## config.mk

```make
export PLATFORM = sky130hd
export DESIGN_NAME = mem_arbiter
export DESIGN_NICKNAME = d
export VERILOG_FILES = /design/src/rtl/mem_arbiter.sv
export SDC_FILE = /design/constraint.sdc
export NUM_CORES = 1
export LEC_CHECK = 0
export CORE_MARGIN = 3
export CORE_UTILIZATION = 41
export CTS_CLUSTER_DIAMETER = 30
export CTS_CLUSTER_SIZE = 24
export DETAILED_ROUTE_END_ITERATION = 16
export PLACE_DENSITY_LB_ADDON = 0.08
export SYNTH_ARGS = -nofsm -noshare
export SYNTH_HDL_FRONTEND = slang
export SYNTH_SLANG_ARGS = --single-unit
```

## constraint.sdc

```tcl
create_clock -name clock -period 1.9 [get_ports clock]
set_input_delay 0.285 -clock clock [delete_from_list [all_inputs] [get_ports clock]]
set_output_delay 0.285 -clock clock [all_outputs]
set_load 0.01 [all_outputs]
```

## src/rtl/mem_arbiter.sv

```systemverilog
// mem_arbiter: round-robin arbiter sharing one memory port between
// instruction fetch (port 0) and the data memory unit (port 1).
//
// Ports:
//   clock, reset         : clock, synchronous active-high reset
//   p0_* / p1_*          : requester ports (read/write level requests,
//                          address, write data, read data, returned
//                          address, 1-cycle valid, ready)
//   mem_read/mem_write   : downstream command, held until completion
//   mem_address/in_data  : downstream address and write data
//   mem_out_data/addr    : downstream response data and address
//   mem_valid/mem_ready  : downstream completion pulse and accept flag
//   timeout_err          : 1-cycle pulse when a hung access is aborted
//   grant                : port currently or last granted
module mem_arbiter #(
    parameter int DATA_WIDTH   = 32,
    parameter int ADDRESS_BITS = 20,
    parameter int TIMEOUT      = 255
) (
    input  logic                    clock,
    input  logic                    reset,
    input  logic                    p0_read,
    input  logic                    p0_write,
    input  logic [ADDRESS_BITS-1:0] p0_address,
    input  logic [DATA_WIDTH-1:0]   p0_in_data,
    output logic [DATA_WIDTH-1:0]   p0_out_data,
    output logic [ADDRESS_BITS-1:0] p0_out_addr,
    output logic                    p0_valid,
    output logic                    p0_ready,
    input  logic                    p1_read,
    input  logic                    p1_write,
    input  logic [ADDRESS_BITS-1:0] p1_address,
    input  logic [DATA_WIDTH-1:0]   p1_in_data,
    output logic [DATA_WIDTH-1:0]   p1_out_data,
    output logic [ADDRESS_BITS-1:0] p1_out_addr,
    output logic                    p1_valid,
    output logic                    p1_ready,
    output logic                    mem_read,
    output logic                    mem_write,
    output logic [ADDRESS_BITS-1:0] mem_address,
    output logic [DATA_WIDTH-1:0]   mem_in_data,
    input  logic [DATA_WIDTH-1:0]   mem_out_data,
    input  logic [ADDRESS_BITS-1:0] mem_out_addr,
    input  logic                    mem_valid,
    input  logic                    mem_ready,
    output logic                    timeout_err,
    output logic                    grant
);

    typedef enum logic [1:0] {
        IDLE,
        BUSY,
        RESP
    } state_t;

    localparam logic [15:0] TMO = 16'(TIMEOUT);

    state_t r_state;
    state_t w_state_nx;

    logic                    r_grant;
    logic                    r_rd;
    logic                    r_wr;
    logic [ADDRESS_BITS-1:0] r_addr;
    logic [DATA_WIDTH-1:0]   r_wdata;
    logic [15:0]             r_wdog;
    logic [DATA_WIDTH-1:0]   r_p0_data;
    logic [DATA_WIDTH-1:0]   r_p1_data;
    logic [ADDRESS_BITS-1:0] r_p0_addr;
    logic [ADDRESS_BITS-1:0] r_p1_addr;
    logic                    r_p0_valid;
    logic                    r_p1_valid;
    logic                    r_tmo;

    logic                    w_req0;
    logic                    w_req1;
    logic                    w_sel;
    logic                    w_sel_wr;
    logic [ADDRESS_BITS-1:0] w_sel_addr;
    logic [DATA_WIDTH-1:0]   w_sel_data;
    logic                    w_wdog_hit;
    logic                    w_accept;
    logic                    w_done;
    logic                    w_abort;

    assign w_req0 = p0_read | p0_write;
    assign w_req1 = p1_read | p1_write;

    // On a tie the port that did not win last time goes next.
    assign w_sel = (w_req0 && w_req1) ? ~r_grant : w_req1;

    // Write takes precedence when a port raises both read and write.
    assign w_sel_wr   = w_sel ? p1_write   : p0_write;
    assign w_sel_addr = w_sel ? p1_address : p0_address;
    assign w_sel_data = w_sel ? p1_in_data : p0_in_data;

    // r_wdog holds the number of BUSY cycles already completed, so the
    // abort fires at the end of BUSY cycle number TIMEOUT.
    assign w_wdog_hit = (TMO != 16'd0) && (r_wdog == TMO - 16'd1);

    always_comb begin
        w_state_nx = r_state;
        w_accept   = 1'b0;
        w_done     = 1'b0;
        w_abort    = 1'b0;
        unique case (r_state)
            IDLE: begin
                if (mem_ready && (w_req0 || w_req1)) begin
                    w_accept   = 1'b1;
                    w_state_nx = BUSY;
                end
            end
            BUSY: begin
                if (mem_valid) begin
                    w_done     = 1'b1;
                    w_state_nx = RESP;
                end else if (w_wdog_hit) begin
                    w_abort    = 1'b1;
                    w_state_nx = IDLE;
                end
            end
            RESP: begin
                w_state_nx = IDLE;
            end
            default: begin
                w_state_nx = IDLE;
            end
        endcase
    end

    always_ff @(posedge clock) begin
        if (reset) begin
            r_state <= IDLE;
        end else begin
            r_state <= w_state_nx;
        end
    end

    always_ff @(posedge clock) begin
        if (reset) begin
            r_grant    <= 1'b1;
            r_rd       <= 1'b0;
            r_wr       <= 1'b0;
            r_addr     <= '0;
            r_wdata    <= '0;
            r_wdog     <= '0;
            r_p0_data  <= '0;
            r_p1_data  <= '0;
            r_p0_addr  <= '0;
            r_p1_addr  <= '0;
            r_p0_valid <= 1'b0;
            r_p1_valid <= 1'b0;
            r_tmo      <= 1'b0;
        end else begin
            r_p0_valid <= 1'b0;
            r_p1_valid <= 1'b0;
            r_tmo      <= 1'b0;
            if (r_state == BUSY) begin
                r_wdog <= r_wdog + 16'd1;
            end
            if (w_accept) begin
                r_grant <= w_sel;
                r_wr    <= w_sel_wr;
                r_rd    <= ~w_sel_wr;
                r_addr  <= w_sel_addr;
                r_wdata <= w_sel_data;
                r_wdog  <= '0;
            end
            if (w_done) begin
                r_rd <= 1'b0;
                r_wr <= 1'b0;
                if (r_grant) begin
                    r_p1_data  <= mem_out_data;
                    r_p1_addr  <= mem_out_addr;
                    r_p1_valid <= 1'b1;
                end else begin
                    r_p0_data  <= mem_out_data;
                    r_p0_addr  <= mem_out_addr;
                    r_p0_valid <= 1'b1;
                end
            end
            if (w_abort) begin
                r_rd  <= 1'b0;
                r_wr  <= 1'b0;
                r_tmo <= 1'b1;
            end
        end
    end

    assign p0_ready    = (r_state == IDLE) && mem_ready;
    assign p1_ready    = (r_state == IDLE) && mem_ready;
    assign p0_out_data = r_p0_data;
    assign p0_out_addr = r_p0_addr;
    assign p0_valid    = r_p0_valid;
    assign p1_out_data = r_p1_data;
    assign p1_out_addr = r_p1_addr;
    assign p1_valid    = r_p1_valid;
    assign mem_read    = r_rd;
    assign mem_write   = r_wr;
    assign mem_address = r_addr;
    assign mem_in_data = r_wdata;
    assign timeout_err = r_tmo;
    assign grant       = r_grant;

endmodule

```

==> results.py, run 1 <==
metrics = {
    "drt": {
        "drt_wl_total_um": 22300,
        "vias_per_cell": 4.82,
        "detail-route-antenna-nets": 0,
        "via_count": 6605,
        "route.detailed.drc": 0,
        "wl_per_cell_um": 16.3,
        "firstDrtPassIters": 5,
        "first_iter_violations": 306,
    },
    "global_route": {
        "gr-total-overflow": 0,
        "grt_pass1_vias": 6170,
        "antenna_found_initial": 1,
        "grt_pass1_wl_um": 33200,
        "grt_max_degree": 105,
        "track_usage": 0.231,
    },
    "pwr": {
        "p_per_area_nw_per_um2": 813,
        "ir_drop_uv": 642,
        "power_mw": 9.14,
        "leakage_nw": 4.20,
    },
    "logic_synthesis": {
        "synth-seq-area-share": 0.517,
        "synth_edf_count": 0,
        "synth.most_common_cell": "nand2_1",
        "synth-simple-area-share": 0.200,
        "ys_seq_elements": 180,
        "synth.distinct_cells": 41,
        "synth_area_leaders": "dfxtp_1 (52%), nand2_1 (15%), a21oi_1 (8.2%), mux2i_1 (7.5%), o21ai_2 (3.8%)",
        "synth_adder_area_share": 0.00359,
        "synth_compound_gate_area_share": 0.146,
        "yosys-mux-area-fraction": 0.0747,
        "syn-num-nets": 977,
        "synth_top_cell_by_area": "dfxtp_1",
        "synth_ff_type": "dfxtp_1",
        "synth_commonest_cells": "nand2_1 (270), dfxtp_1 (180), a21oi_1 (114)",
        "synth_area_um2": 6960,
        "synth_top_family_by_area": "simple AND/OR/NAND/NOR gates",
        "synthCells": 811,
        "avgSynthCellArea_um2": 8.59,
        "synthXorXnorAreaFrac": 0.0113,
        "yosys.area.top_type_share": 0.517,
        "synthArstFlopShare": 0,
        "ys_warn_count": 0,
    },
    "cts": {
        "cts.sinks": 180,
        "ctsHoldBuffers": 0,
        "clockRootBuffer": "clkbuf_16",
        "cts_max_level": 4,
        "numCtsBuffers": 17,
        "clkLatencyLatePin_ns": 0.42,
        "cts_tree": "yes",
        "clkSlewWorstSetupHoldPaths_ns": 0.07,
        "clockBufferDepth": 2,
    },
    "setup_path": {
        "reg2regPathDepth": 6,
        "crit_type": "reg -> out",
        "cp_num_buf_inv": 2,
        "worst_ep_required_time_ns": 1.62,
        "max_stage_delay_ns": 0.55,
        "reg2reg_slack_ns": 0.27,
        "crit_chain": "buf_4 > clkdlybuf4s50_1",
        "crit_path_end_kind": "output pin",
        "slowest_stage": "clkdlybuf4s50_1",
        "cp_top_family": "buffers and inverters",
        "timing.rr.start": "r_state[0]",
        "critPathLaunchType": "register",
        "critPathMaxFanout": 10,
        "reg2reg_to": "mem_in_data[15]",
        "cp_data_arrival_time_ns": 1.49,
    },
    "final_layout": {
        "nNetsFinal": 1304,
        "utilization": 0.678,
        "antenna_cells": 0,
        "area_growth_pct": 61.4,
        "drive_above_1_share": 0.0991,
    },
    "die": {
        "rows": 47,
        "die-area_um2": 18600,
        "die_w_um": 136,
        "die_y_um": 136,
        "core_um2": 16600,
        "ios": 328,
        "start_util": 0.420,
    },
    "min_path": {
        "hold_start": "reset",
        "hold-path-cell-count": 2,
        "min_to": "p0_out_data[26]",
        "hp-class": "in -> reg",
    },
    "place": {
        "port_buffers": 327,
        "post-dp-hpwl_um": 16700,
        "gp_routability_congestion": 0.783,
    },
    "sta": {
        "rsz0062_at_grt": "false",
        "worst_pin_slew_ns": 0.500,
        "max_clock_freq_mhz": 563,
        "skew_ns": 0.0111,
        "final.period_utilization": 0.935,
        "finalSetupViolCount": 0,
        "hold_violations": 0,
        "min_period_ns": 1.78,
        "drv_slew": 0,
        "max-slew-margin-rel": 0.667,
    },
    "job": {
        "cap_violations": 0,
    },
    "status": {
        "status": "finished, final reports clean",
    },
}
## cell type report
class	instances	area [um^2]
Fill cell	1384	5340
Inverter	2	7.51
Tap cell	220	275
Multi-Input combinational cell	571	3060
Clock inverter	12	155
Clock buffer	19	453
Timing Repair Buffer	366	3690
Sequential cell	180	3600
## sequential cells by signal (all words and copies together) (netlist names)
| signal | count |
|---|---|
| p1_valid | 1 |
| grant | 1 |
| timeout_err | 1 |
| p1_out_data | 32 |
| mem_write | 1 |
| p0_valid | 1 |
| mem_address | 20 |
| p0_out_data | 32 |
| mem_read | 1 |
| p0_out_addr | 20 |
| r_wdog | 16 |
| p1_out_addr | 20 |
| r_state | 2 |
| mem_in_data | 32 |
## worst max-delay path by stage
stage / cells after the start / slack [ns] / from / endpoint
3_5_place_dp: 8 / -0.13 / p0_read / mem_in_data[14]
2_1_floorplan: 7 / 0.35 / grant / grant
5_1_grt: 2 / 0.06 / grant / grant
6_report: 2 / 0.12 / grant / grant
4_1_cts: 2 / 0.09 / grant / grant
3_3_place_gp: 8 / -0.13 / p0_read / mem_in_data[14]
## power breakdown
group / total (mW) / switching, mW / internal [mW]
clock network: 3.59 / 1.45 / 2.13
registers: 4.03 / 0.0857 / 3.94
logic: 1.52 / 0.657 / 0.867
## repair_timing
item,in CTS,in global routing
buffers inserted,1,0
endpoints found under the hold margin,0,0
resized for setup,2,0
endpoints found under the setup margin,2,0
## worst reg2reg max path, stage by stage (launching register included)
cell and delay [ns]:
dfxtp_1 0.38, nor3b_4 0.26, buf_4 0.16, nand2_4 0.04, or2_2 0.35, buf_4 0.20, o21ai_0 0.17
## metrics by stage
step | cells | TNS [ns] | worst slack (ns) | hold slack [ns] | cell area, um^2
2_1_floorplan | 811 | 0 | 0.354 | 0.421 | 6960
3_3_place_gp | 1338 | -3.81 | -0.132 | 0.434 | 10600
3_5_place_dp | 1338 | -4.90 | -0.135 | 0.439 | 10600
4_1_cts | 1370 | 0 | 0.0915 | 0.109 | 11200
5_1_grt | 1370 | 0 | 0.0572 | 0.125 | 11200
6_report | 1370 | 0 | 0.124 | 0.134 | 11200
## logic make-up (layout without fill, tap and decap cells)
group	count (synthesis)	count (layout)
AO/OA/AOI/OAI	177	177
XOR/XNOR	9	9
adder cells (fa/ha/maj)	2	2
buffers and inverters	60	399
flip-flops	180	180
multiplexers	52	52
AND/OR/NAND/NOR	331	331
## layer usage
metal	routed length [um]	vias up	GRT usage
met5	10	-	0
met4	497	2	0.0929
met3	1730	31	0.0703
met2	11000	203	0.392
met1	9020	3013	0.274
li1	-	3356	-
## cells in the final DEF, fill, tap and decap left out, types with 4 or more instances in the layout
master | netlist | final
a21oi_1 | 114 | 114
o21ai_2 | 30 | 30
nand2_1 | 270 | 270
buf_12 | 0 | 10
clkinvlp_4 | 0 | 5
buf_4 | 2 | 30
nand4_1 | 4 | 4
nor2_1 | 18 | 17
dfxtp_1 | 180 | 180
xor2_1 | 6 | 6
nand3b_1 | 4 | 4
mux2i_1 | 52 | 52
clkdlybuf4s50_1 | 0 | 324
or3_1 | 4 | 4
o21ai_0 | 9 | 8
o21ai_1 | 20 | 20
nand3_1 | 5 | 4
clkbuf_16 | 0 | 17
Note: power is estimated with default switching activity, not from simulation.
==> run 2: changes to the inputs <==
Settings changed: CORE_UTILIZATION 41 to 44.
Clock period 1.9 ns to 2.17 ns, I/O delays scaled along.
==> results.py, run 2 (same netlist as run 1, synthesis figures left out) <==
metrics = {
    "status": {
        "status": "finished, final reports clean",
    },
    "global_route": {
        "track_usage": 0.248,
        "grt_pass1_wl_um": 34500,
        "grt_pass1_vias": 6232,
        "grt_max_degree": 53,
        "gr-total-overflow": 0,
        "antenna_found_initial": 2,
    },
    "cts": {
        "cts_setup_buffers": 0,
        "cts_max_level": 4,
        "ctsHoldBuffers": 0,
        "cts_tree": "yes",
        "numCtsBuffers": 17,
        "ctsResizeCount": 0,
        "clkSlewWorstSetupHoldPaths_ns": 0.07,
        "clockRootBuffer": "clkbuf_16",
        "cts.sinks": 180,
        "clkLatencyLatePin_ns": 0.42,
        "clockBufferDepth": 2,
    },
    "sta": {
        "finalSetupViolCount": 0,
        "drv_slew": 0,
        "final.period_utilization": 0.904,
        "rsz0062_at_grt": "false",
        "setup_tns_ns": 0,
        "max-slew-margin-rel": 0.634,
        "setup_slack_ns": 0.208,
        "max_clock_freq_mhz": 510,
        "skew_ns": 0.00846,
        "min_period_ns": 1.96,
        "worst_pin_slew_ns": 0.549,
        "hold_violations": 0,
        "hold-worst-slack_ns": 0.322,
    },
    "drt": {
        "firstDrtPassIters": 4,
        "route.detailed.drc": 0,
        "via_count": 6524,
        "detail-route-antenna-nets": 0,
        "first_iter_violations": 307,
        "vias_per_cell": 4.84,
        "wl_per_cell_um": 16.3,
        "drt_wl_total_um": 21900,
    },
    "setup_path": {
        "crit_path_end_kind": "output pin",
        "worst_ep_required_time_ns": 1.84,
        "cp_data_arrival_time_ns": 1.64,
        "critPathMaxFanout": 5,
        "crit_type": "reg -> out",
        "critPathLaunchType": "register",
    },
    "pwr": {
        "leakage_nw": 4.10,
        "ir_drop_uv": 505,
        "power_mw": 7.72,
        "p_per_area_nw_per_um2": 698,
    },
    "place": {
        "port_buffers": 327,
        "pre_cts_ws_ns": 0.107,
        "dpl_cell_area_um2": 10500,
        "gp_routability_congestion": 0.798,
        "post-dp-hpwl_um": 16200,
        "post-place-cells": 1315,
    },
    "die": {
        "die_w_um": 132,
        "rows": 45,
        "core_um2": 15400,
        "die_y_um": 132,
        "die-area_um2": 17400,
        "ios": 328,
        "start_util": 0.453,
    },
    "final_layout": {
        "nNetsFinal": 1289,
        "layout_common_cells": "clkdlybuf4s50_1 (326), nand2_1 (270), dfxtp_1 (180)",
        "drive_above_1_share": 0.0855,
        "finalNonFillerCells": 1348,
        "fillCellCount": 1247,
        "final_cell_area_um2": 11100,
        "area_growth_pct": 58.7,
        "final_common_cell": "clkdlybuf4s50_1",
        "utilization": 0.719,
    },
    "min_path": {
        "hp-class": "in -> reg",
    },
    "job": {
        "cap_violations": 0,
    },
}
-- run 2: critical path: stages (launching register included) --
cell,delay (ns)
dfxtp_1,0.38
nor3b_4,0.27
clkdlybuf4s50_1,0.57
-- run 2: layout make-up --
class	instances	area (um^2)	share of cell area
Clock buffer	21	460	0.0417
Timing Repair Buffer	351	3550	0.321
Clock inverter	10	103	0.00928
Sequential cell	180	3600	0.326
Inverter	2	7.51	0.000679
Multi-Input combinational cell	571	3060	0.277
Antenna cell	2	5.00	0.000453
Tap cell	211	264	0.0239
-- run 2: per-layer routing --
layer	up-vias	global-route usage	wire (um)
met3	38	0.0832	1680
li1	3320	-	-
met1	2948	0.284	8750
met5	-	0	0
met4	0	0.0986	670
met2	218	0.428	10800
-- run 2: worst paths after layout --
kind / to / startpoint / cells past startpoint / slack, ns
min reg2reg: mem_in_data[22] / mem_in_data[22] / 2 / 0.45
max reg2reg: mem_read / r_state[1] / 6 / 0.49
min: p1_out_data[21] / reset / 2 / 0.32
max: p0_ready / r_state[1] / 2 / 0.21
-- run 2: power by group --
| group | switching, mW | internal [mW] |
|---|---|---|
| Clock | 1.28 | 1.65 |
| Combinational | 0.550 | 0.723 |
| Sequential | 0.0751 | 3.45 |
